==> src/rtl/fifo_burst_reader.sv <==
// -----------------------------------------------------------------------------
// fifo_burst_reader
//
// Read-side controller for a synchronous FIFO. It drains words in bursts
// through the FIFO read port and presents them downstream as a valid/ready
// stream. The final word of each burst or flush is tagged with out_last.
//
// Optional feature macro: FIFO_RD_TIMEOUT_EN
//   defined   : a partial flush (FLUSH state) runs when the FIFO has held
//               fewer than BURST words for TIMEOUT consecutive cycles.
//   undefined : only full bursts of BURST words are ever read.
//
// Ports
//   clk              in   rising-edge clock
//   reset_n          in   synchronous reset, active-low
//   fifo_empty       in   FIFO empty flag
//   fifo_data_count  in   FIFO occupancy
//   fifo_rdEn        out  FIFO read strobe, one word per high cycle
//   fifo_rdData      in   FIFO read data, valid one cycle after fifo_rdEn
//   out_valid        out  downstream word valid
//   out_ready        in   downstream accept
//   out_data         out  downstream word
//   out_last         out  final word of a burst or flush
//   busy             out  controller is not in IDLE
// -----------------------------------------------------------------------------
module fifo_burst_reader #(
  parameter int width   = 8,
  parameter int depth   = 8,
  parameter int BURST   = 4,
  parameter int TIMEOUT = 16
) (
  input  logic                   clk,
  input  logic                   reset_n,
  input  logic                   fifo_empty,
  input  logic [$clog2(depth):0] fifo_data_count,
  output logic                   fifo_rdEn,
  input  logic [width-1:0]       fifo_rdData,
  output logic                   out_valid,
  input  logic                   out_ready,
  output logic [width-1:0]       out_data,
  output logic                   out_last,
  output logic                   busy
);

  localparam int CW = $clog2(depth) + 1;
  localparam int TW = $clog2(BURST) + 1;

  localparam logic [CW-1:0] BURST_C = CW'(BURST);
  localparam logic [TW-1:0] BURST_T = TW'(BURST);

  typedef enum logic [1:0] {
    ST_IDLE  = 2'd0,
    ST_BURST = 2'd1,
    ST_DRAIN = 2'd2
`ifdef FIFO_RD_TIMEOUT_EN
    , ST_FLUSH = 2'd3
`endif
  } state_e;

  state_e           state_q, state_d;
  logic [TW-1:0]    issued_q, issued_d;
  logic [TW-1:0]    target_q, target_d;
  logic             inflight_q, inflight_d;
  logic             inflight_last_q, inflight_last_d;

  // Two-entry output buffer, circular.
  logic [width-1:0] buf_data_q [2];
  logic [width-1:0] buf_data_d [2];
  logic             buf_last_q [2];
  logic             buf_last_d [2];
  logic [1:0]       occ_q, occ_d;
  logic             wr_ptr_q, wr_ptr_d;
  logic             rd_ptr_q, rd_ptr_d;

`ifdef FIFO_RD_TIMEOUT_EN
  localparam int IW = $clog2(TIMEOUT) + 1;
  localparam logic [IW-1:0] TIMEOUT_M1 = IW'(TIMEOUT - 1);
  logic [IW-1:0]    idle_cnt_q, idle_cnt_d;
`endif

  logic in_read_state;
  logic credit_ok;
  logic rd_last;
  logic push;
  logic pop;

  always_comb begin
    // NOTE: every signal assigned here gets a default first, so no path
    // through the block can leave one unassigned and infer a latch.
    state_d         = state_q;
    issued_d        = issued_q;
    target_d        = target_q;
    buf_data_d      = buf_data_q;
    buf_last_d      = buf_last_q;
    occ_d           = occ_q;
    wr_ptr_d        = wr_ptr_q;
    rd_ptr_d        = rd_ptr_q;
`ifdef FIFO_RD_TIMEOUT_EN
    idle_cnt_d      = '0;
`endif

    out_valid = (occ_q != 2'd0);
    out_data  = buf_data_q[rd_ptr_q];
    out_last  = out_valid && buf_last_q[rd_ptr_q];
    busy      = (state_q != ST_IDLE);

`ifdef FIFO_RD_TIMEOUT_EN
    in_read_state = (state_q == ST_BURST) || (state_q == ST_FLUSH);
`else
    in_read_state = (state_q == ST_BURST);
`endif

    // occ + inflight < 2: one buffered word may coexist with one read in
    // flight, so every returning word always finds a free entry.
    credit_ok = (occ_q == 2'd0) || ((occ_q == 2'd1) && !inflight_q);
    fifo_rdEn = in_read_state && (issued_q < target_q) && !fifo_empty && credit_ok;

    // The target-th read carries the end-of-burst tag along with its data.
    rd_last         = (issued_q == target_q - TW'(1));
    inflight_d      = fifo_rdEn;
    inflight_last_d = fifo_rdEn && rd_last;

    push = inflight_q;
    pop  = out_valid && out_ready;

    if (push) begin
      buf_data_d[wr_ptr_q] = fifo_rdData;
      buf_last_d[wr_ptr_q] = inflight_last_q;
      wr_ptr_d             = ~wr_ptr_q;
    end
    if (pop) begin
      rd_ptr_d = ~rd_ptr_q;
    end
    case ({push, pop})
      2'b10:   occ_d = occ_q + 2'd1;
      2'b01:   occ_d = occ_q - 2'd1;
      default: occ_d = occ_q;
    endcase

    case (state_q)
      ST_IDLE: begin
`ifdef FIFO_RD_TIMEOUT_EN
        if (fifo_empty) begin
          idle_cnt_d = '0;
        end else if (idle_cnt_q != TIMEOUT_M1) begin
          idle_cnt_d = idle_cnt_q + IW'(1);
        end else begin
          idle_cnt_d = idle_cnt_q;
        end
`endif
        if (fifo_data_count >= BURST_C) begin
          state_d  = ST_BURST;
          target_d = BURST_T;
          issued_d = '0;
`ifdef FIFO_RD_TIMEOUT_EN
        end else if (!fifo_empty && (idle_cnt_q == TIMEOUT_M1)) begin
          // The full-burst branch did not fire, so the count is already
          // below BURST and is the min(count, BURST) target.
          state_d  = ST_FLUSH;
          target_d = fifo_data_count[TW-1:0];
          issued_d = '0;
`endif
        end
      end
`ifdef FIFO_RD_TIMEOUT_EN
      ST_FLUSH,
`endif
      ST_BURST: begin
        if (fifo_rdEn) begin
          issued_d = issued_q + TW'(1);
        end
        if (issued_q == target_q) begin
          state_d = ST_DRAIN;
        end
      end
      ST_DRAIN: begin
        if (!inflight_q && (occ_q == 2'd0)) begin
          state_d = ST_IDLE;
        end
      end
      default: state_d = ST_IDLE;
    endcase
  end

  always_ff @(posedge clk) begin
    if (!reset_n) begin
      state_q         <= ST_IDLE;
      issued_q        <= '0;
      target_q        <= '0;
      // Dropping inflight discards any read that returns after reset.
      inflight_q      <= 1'b0;
      inflight_last_q <= 1'b0;
      occ_q           <= 2'd0;
      wr_ptr_q        <= 1'b0;
      rd_ptr_q        <= 1'b0;
      // NOTE: the two buffer entries are reset because out_data is driven
      // straight from them and must read 0 out of reset; a larger storage
      // array would normally be left unreset.
      buf_data_q[0]   <= '0;
      buf_data_q[1]   <= '0;
      buf_last_q[0]   <= 1'b0;
      buf_last_q[1]   <= 1'b0;
`ifdef FIFO_RD_TIMEOUT_EN
      idle_cnt_q      <= '0;
`endif
    end else begin
      // NOTE: non-blocking assignments, so every flop samples the values
      // from before this edge regardless of statement order.
      state_q         <= state_d;
      issued_q        <= issued_d;
      target_q        <= target_d;
      inflight_q      <= inflight_d;
      inflight_last_q <= inflight_last_d;
      occ_q           <= occ_d;
      wr_ptr_q        <= wr_ptr_d;
      rd_ptr_q        <= rd_ptr_d;
      buf_data_q      <= buf_data_d;
      buf_last_q      <= buf_last_d;
`ifdef FIFO_RD_TIMEOUT_EN
      idle_cnt_q      <= idle_cnt_d;
`endif
    end
  end

endmodule

==> config.mk <==
export PLATFORM = sky130hd
export DESIGN_NAME = fifo_burst_reader
export DESIGN_NICKNAME = d
export VERILOG_FILES = /design/src/rtl/fifo_burst_reader.sv
export SDC_FILE = /design/constraint.sdc
export NUM_CORES = 1
export LEC_CHECK = 0
export BUFFER_PORTS_ARGS = -buffer_cell sky130_fd_sc_hd__clkbuf_2
export CAP_MARGIN = 20
export CORE_MARGIN = 2
export CORE_UTILIZATION = 35
export CTS_CLUSTER_DIAMETER = 30
export CTS_CLUSTER_SIZE = 8
export DETAILED_ROUTE_END_ITERATION = 10
export GPL_ROUTABILITY_DRIVEN = 0
export SKIP_LAST_GASP = 1
export SLEW_MARGIN = 15
export SYNTH_ARGS = -nofsm -noshare
export SYNTH_HDL_FRONTEND = slang
export SYNTH_SLANG_ARGS = --single-unit
export TNS_END_PERCENT = 50
==> constraint.sdc <==
create_clock -name clk -period 1.8 [get_ports clk]
set_clock_uncertainty 0.15 [all_clocks]
set_input_delay 0.18 -clock clk [delete_from_list [all_inputs] [get_ports clk]]
set_output_delay 0.18 -clock clk [all_outputs]
set_load 0.03 [all_outputs]
==> flow_metrics.env, run 1 <==
export IMPL_status="finished clean"
export IMPL_drc_errors=0
export IMPL_powerDensity_nw_per_um2=816
export IMPL_fin_cells=240
export IMPL_wl_per_cell_um=12.5
export IMPL_r2r_setup_slack_ns=0.11
export IMPL_finalHoldViolations=0
export IMPL_ys_ff_latch=30
export IMPL_worstHoldStart="fifo_rdData[6]"
export IMPL_grt_pass1_wl_um=5020
export IMPL_drv_cap=0
export IMPL_drtPass1Iterations=4
export IMPL_route_vias_total=1155
export IMPL_num_rows=23
export IMPL_num_antenna_cells=0
export IMPL_synth_xor_area_share_pct=1.87
export IMPL_fp_coreArea_um2=3940
export IMPL_ios=28
export IMPL_synth_top_family_by_area="simple AND/OR/NAND/NOR gates"
export IMPL_fmax_mhz=575
export IMPL_cts_sinks=30
export IMPL_worst_path_buf_inv=2
export IMPL_antenna_left=0
export IMPL_max_stage_delay_ns=0.33
export IMPL_clk_latency_ns=0.27
export IMPL_yosys_area_top_type_share_pct=42.6
export IMPL_stdcell_area_um2=1730
export IMPL_h_tree_depth=2
export IMPL_syn_avg_cell_area_um2=9.03
export IMPL_synthesis_nets=178
export IMPL_synthSimpleGateAreaFrac_pct=22.2
export IMPL_synthMuxAreaShare_pct=7.82
export IMPL_cts_tree="done"
export IMPL_timing_rr_end="occ_q[1]$_SDFFE_PN0P_"
export IMPL_finalCritPeriodShare_pct=96.6
export IMPL_wl_um=3000
export IMPL_fp_dieW_um=67.4
export IMPL_rsz0062_at_grt="yes"
export IMPL_reg2reg_depth=7
export IMPL_crit_path_start_kind="register"
export IMPL_drt_iter0_drc=79
export IMPL_setup_viol=0
export IMPL_cp_required_ns=1.47
export IMPL_final_layout_size_suffix_gt1_share_pct=27.9
export IMPL_grt_pass1_vias=1129
export IMPL_dieArea_um2=4550
export IMPL_cp_data_arrival_time_ns=1.41
export IMPL_hp_class="input port to register"
export IMPL_placed_cells=228
export IMPL_whs_path_depth=3
export IMPL_seq_area_frac_synth_pct=42.6
export IMPL_final_fill_count=409
export IMPL_chipHeight_um=67.4
export IMPL_synth_area_leaders="dfxtp_1 43%, a21boi_0 11%, nand2_1 9.3%"
export IMPL_hold_end="buf_data_q[14]$_SDFFE_PN0P_"
export IMPL_syn_area_um2=1410
export IMPL_postSynthCellCount=156
export IMPL_viasPerCell=4.81
export IMPL_numCtsBuffers=5
export IMPL_portBuffers=25
export IMPL_place_area_um2=1600
export IMPL_peakVddDrop_mv=0.389
export IMPL_initial_core_util_pct=35.7
export IMPL_cts_buffer_depth=2
export IMPL_crit_chain="inv_1 > ha_1 > nor2b_1 > o2111a_2 > buf_4"
export IMPL_cp_end_kind="output pin"
export IMPL_critPathKind="register to output pin"
export IMPL_synth_compound_area_share_pct=15.6
export IMPL_synth_top_area_cell="dfxtp_1"
export IMPL_overflow=0
export IMPL_grt_max_degree=34
export IMPL_synth_cell_types=30
export IMPL_ys_warn_count=0
export IMPL_layout_commonest_cell="nand2_1"
export IMPL_slew_violations=0
export IMPL_synthAdderAreaFrac_pct=5.33
export IMPL_synthToLayoutAreaGrowth_pct=22.8
export IMPL_total_leakage_power_nw=0.700
export IMPL_root_buffer="clkbuf_8"
export IMPL_worstMarginPinSlew_ns=0.529
export IMPL_fin_nets=211
export IMPL_grt_usage_pct=15.3
export IMPL_final_cell_mix="35 x nand2_1, 30 x dfxtp_1, 24 x clkbuf_2, 21 x a21boi_0, 11 x nand3_1"
export IMPL_crit_family="flip-flops"
export IMPL_critPathSlowestCell="dfxtp_1"
export IMPL_dp_hpwl_um=2150
export IMPL_slew_headroom_pct=64.8
export IMPL_antenna_found_initial=0
export IMPL_r2r_start="occ_q[0]$_SDFFE_PN0P_"
export IMPL_min_period_ns=1.74
export IMPL_path_clk_slew_ns=0.06
export IMPL_cp_max_fo=3
power by group:
part           internal (mW)  switching [mW]  leakage, nW  total (mW)
logic                 0.0828          0.0921        0.409       0.175
registers              0.680          0.0118        0.243       0.691
clock network          0.308           0.239       0.0482       0.546
cell families (layout without fill, tap and decap cells):
kind of cell | after synthesis | count (layout)
AND/OR/NAND/NOR | 63 | 63
flip-flops | 30 | 30
AO/OA/AOI/OAI | 28 | 28
buffers and inverters | 16 | 50
multiplexers | 10 | 10
adder cells (fa/ha/maj) | 6 | 6
XOR/XNOR | 3 | 3
sequential cells by signal, summed over array words and instances, names as in the netlist:
signal,count
buf_data_q,16
buf_last_q,2
rd_ptr_q,1
state_q,2
target_q,1
inflight_last_q,1
inflight_q,1
issued_q,3
occ_q,2
wr_ptr_q,1
routing by layer:
metal	up-vias	routed length, um	GRT usage, %	part of all wire (%)
met3	4	146	5.50	4.9
met2	31	1570	26.6	52
li1	581	-	-	-
met5	-	0	0	0
met4	0	27	6.12	0.90
met1	539	1260	17.0	42
metrics by stage:
step	worst slack [ns]	setup TNS (ns)	hold WS (ns)	utilization [%]	power (mW)
floorplan	0.204	0	0.171	-	0.821
global placement	0.136	0	0.280	40.5	0.870
detailed placement	0.0422	0	0.289	40.5	0.875
CTS	0.0175	0	0.00116	43.7	1.43
global route	-0.0127	-0.0127	0.00619	43.9	1.49
finish	0.0615	0	0.00379	43.9	1.41
layout make-up:
type	instances	area, um2	share of cell area (%)
clock buffer	7	86.3	4.99
clock inverter	1	5.00	0.289
inverter	9	33.8	1.95
multi-input combinational	110	747	43.2
sequential	30	601	34.7
tap	50	62.6	3.62
timing repair buffer	33	195	11.3
worst min-delay path: cells and delay by family:
kind,cells,cell delay (ns)
simple gates,1,0.04
compound gates,1,0.06
buf+inv,1,0.09
synthesized netlist by cell type:
cell type	instances
a21boi_0	21
a21oi_1	1
a32oi_1	1
and2_1	3
and2_4	1
and3b_1	1
buf_2	3
clkbuf_1	4
dfxtp_1	30
ha_1	6
inv_1	9
mux2_2	8
mux2i_1	2
nand2_1	35
nand2b_1	1
nand2b_4	1
nand3_1	11
nand4_1	1
nand4b_1	1
nor2_1	1
nor2_2	1
nor2b_1	4
nor2b_4	1
o2111a_2	1
o211ai_1	1
o21ai_0	2
o21bai_4	1
or2_2	1
xnor2_1	2
xor2_1	1
worst max-delay path by stage:
stage,startpoint,end,slack (ns),cells past startpoint
2_1_floorplan,occ_q[0]$_SDFFE_PN0P_,occ_q[0]$_SDFFE_PN0P_,0.20,6
6_report,occ_q[1]$_SDFFE_PN0P_,fifo_rdEn,0.06,5
4_1_cts,occ_q[1]$_SDFFE_PN0P_,fifo_rdEn,0.02,5
3_3_place_gp,occ_q[0]$_SDFFE_PN0P_,occ_q[0]$_SDFFE_PN0P_,0.14,6
3_5_place_dp,occ_q[0]$_SDFFE_PN0P_,occ_q[1]$_SDFFE_PN0P_,0.04,7
5_1_grt,occ_q[0]$_SDFFE_PN0P_,occ_q[1]$_SDFFE_PN0P_,-0.01,7
what timing repair did:
item | in CTS | in global routing
hold buffers | 3 | 0
setup buffers | 0 | 1
hold endpoints to repair | 3 | 0
setup endpoints to repair | 1 | 2
gates resized for setup | 2 | 1
Power figures use the tool's default switching activity.
==> run 2, diff against run 1 <==
BUFFER_PORTS_ARGS = -buffer_cell sky130_fd_sc_hd__buf_4   (was -buffer_cell sky130_fd_sc_hd__clkbuf_2)
==> run 2 against run 1 <==
Final area up 4.3%. Critical endpoint unchanged. Worst hold slack gained 0.0011 ns. Largest power group is now the clock network. Sequential share of layout area fell by 1.4 points.
==> flow_metrics.env, run 2 (synthesized netlist as in run 1, its figures left out) <==
export IMPL_finalWorstSetupSlack_ns=0.0550
export IMPL_p_int_mw=1.36
export IMPL_switchingPower_mw=0.372
export IMPL_fmax_mhz=573
export IMPL_antenna_found_initial=0
export IMPL_wl_per_cell_um=12.8
export IMPL_fin_nets=207
export IMPL_fp_dieW_um=67.4
export IMPL_finalHoldViolations=0
export IMPL_total_leakage_power_nw=0.722
export IMPL_slew_violations=0
export IMPL_clock_power_share_pct=49.5
export IMPL_drtPass1Iterations=4
export IMPL_cp_data_arrival_time_ns=1.41
export IMPL_grt_usage_pct=15.1
export IMPL_grt_max_degree=34
export IMPL_powerDensity_nw_per_um2=960
export IMPL_slew_headroom_pct=67.9
export IMPL_cp_end_kind="output pin"
export IMPL_cts_tree="done"
export IMPL_final_layout_size_suffix_gt1_share_pct=28.5
export IMPL_setup_viol=0
export IMPL_largest_register="buf_data_q"
export IMPL_cts_sinks=30
export IMPL_clk_latency_ns=0.29
export IMPL_path_clk_slew_ns=0.07
export IMPL_sw_frac_of_total_pct=21.5
export IMPL_top_regs="buf_data_q: 16 flops, issued_q: 3 flops"
export IMPL_h_tree_depth=2
export IMPL_p_seq_share_pct=40.0
export IMPL_r2r_setup_slack_ns=0.14
export IMPL_cp_required_ns=1.47
export IMPL_finalPower_mw=1.73
export IMPL_viasPerCell=4.82
export IMPL_grt_pass1_vias=1160
export IMPL_fp_coreArea_um2=3940
export IMPL_dp_slack_ns=0.0880
export IMPL_min_period_ns=1.74
export IMPL_portBuffers=25
export IMPL_overflow=0
export IMPL_status="finished clean"
export IMPL_stdcell_area_um2=1800
export IMPL_worstMarginPinSlew_ns=0.481
export IMPL_chipHeight_um=67.4
export IMPL_peakVddDrop_mv=0.617
export IMPL_largest_register_ffs=16
export IMPL_final_util_pct=45.8
export IMPL_crit_path_start_kind="register"
export IMPL_hp_class="input port to register"
export IMPL_layout_commonest_cell="nand2_1"
export IMPL_pwr_share_comb_pct=10.5
export IMPL_route_vias_total=1138
export IMPL_rsz0062_at_grt="yes"
export IMPL_dp_hpwl_um=2070
export IMPL_wl_um=3020
export IMPL_synthToLayoutAreaGrowth_pct=28.1
export IMPL_finalCritPeriodShare_pct=96.9
export IMPL_antenna_left=0
export IMPL_ios=28
export IMPL_drc_errors=0
export IMPL_dieArea_um2=4550
export IMPL_final_fill_count=385
export IMPL_initial_core_util_pct=35.7
export IMPL_critPathKind="register to output pin"
export IMPL_root_buffer="clkbuf_8"
export IMPL_num_rows=23
export IMPL_grt_pass1_wl_um=4950
export IMPL_cp_max_fo=3
export IMPL_final_cell_mix="35 x nand2_1, 30 x dfxtp_1, 29 x buf_4, 21 x a21boi_0, 11 x nand3_1"
export IMPL_postCtsHoldBufs=0
export IMPL_place_area_um2=1650
export IMPL_drt_iter0_drc=37
export IMPL_num_antenna_cells=0
export IMPL_numCtsBuffers=5
export IMPL_cts_buffer_depth=2
export IMPL_drv_cap=0
-- run 2: changes by cell type in the layout (fill, tap and decap cells not counted) --
| cell | delta |
|---|---|
| dlygate4sd3_1 | -3 |
| clkbuf_1 | -1 |
| clkbuf_2 | -24 |
| clkinv_2 | -1 |
| bufinv_16 | +2 |
| buf_4 | +23 |
-- run 2: final cells by class --
class,count,area (um2),share of cell area [%]
clock inverters,2,60.1,3.33
clock buffers,6,82.6,4.58
repair buffers,29,218,12.1
inverters,9,33.8,1.87
flip-flops and latches,30,601,33.3
well taps,50,62.6,3.47
multi-input cells,110,747,41.4
-- run 2: routing by layer --
| metal | part of all wire, % | GRT usage (%) | up-vias | wire (um) |
|---|---|---|---|---|
| met5 | 0 | 0 | - | 0 |
| met4 | 2.7 | 9.18 | 0 | 80 |
| met3 | 6.0 | 4.83 | 8 | 182 |
| met2 | 49 | 27.4 | 27 | 1490 |
| met1 | 42 | 15.0 | 529 | 1260 |
| li1 | - | - | 574 | - |
-- run 2: repair_timing --
action / CTS / global route
gates resized for setup: 1 / 0
endpoints found under the setup margin: 1 / 2
endpoints found under the hold margin: 0 / 0
setup buffers: 0 / 1
-- run 2: worst max-delay path, cell delays in order (launching register included) --
cell	delay, ns
dfxtp_1	0.33
inv_1	0.06
ha_1	0.18
nor2b_1	0.12
o2111a_2	0.26
buf_4	0.17
-- run 2: final timing paths --
path                              start                     endpoint  cells past startpoint
max               occ_q[1]$_SDFFE_PN0P_                    fifo_rdEn                      5
min                      fifo_rdData[4]  buf_data_q[12]$_SDFFE_PN0P_                      3
max reg2reg       occ_q[1]$_SDFFE_PN0P_   inflight_last_q$_SDFF_PN0_                      7
min reg2reg  buf_data_q[0]$_SDFFE_PN0P_   buf_data_q[0]$_SDFFE_PN0P_                      2
-- run 2: power groups by stage --
stage	clock network [mW]	registers [mW]	logic [mW]
detailed placement	0	0.707	0.180
finish	0.858	0.692	0.182
floorplan	0	0.702	0.119
global route	0.901	0.694	0.198
CTS	0.876	0.693	0.182
global placement	0	0.706	0.177
-- run 2: per-stage QoR --
stage | hold slack [ns] | TNS [ns] | std cells
floorplan | 0.171 | 0 | 156
global placement | 0.295 | 0 | 227
detailed placement | 0.305 | 0 | 227
CTS | 0.00340 | 0 | 235
global route | 0.00989 | -0.00137 | 236
finish | 0.00485 | 0 | 236
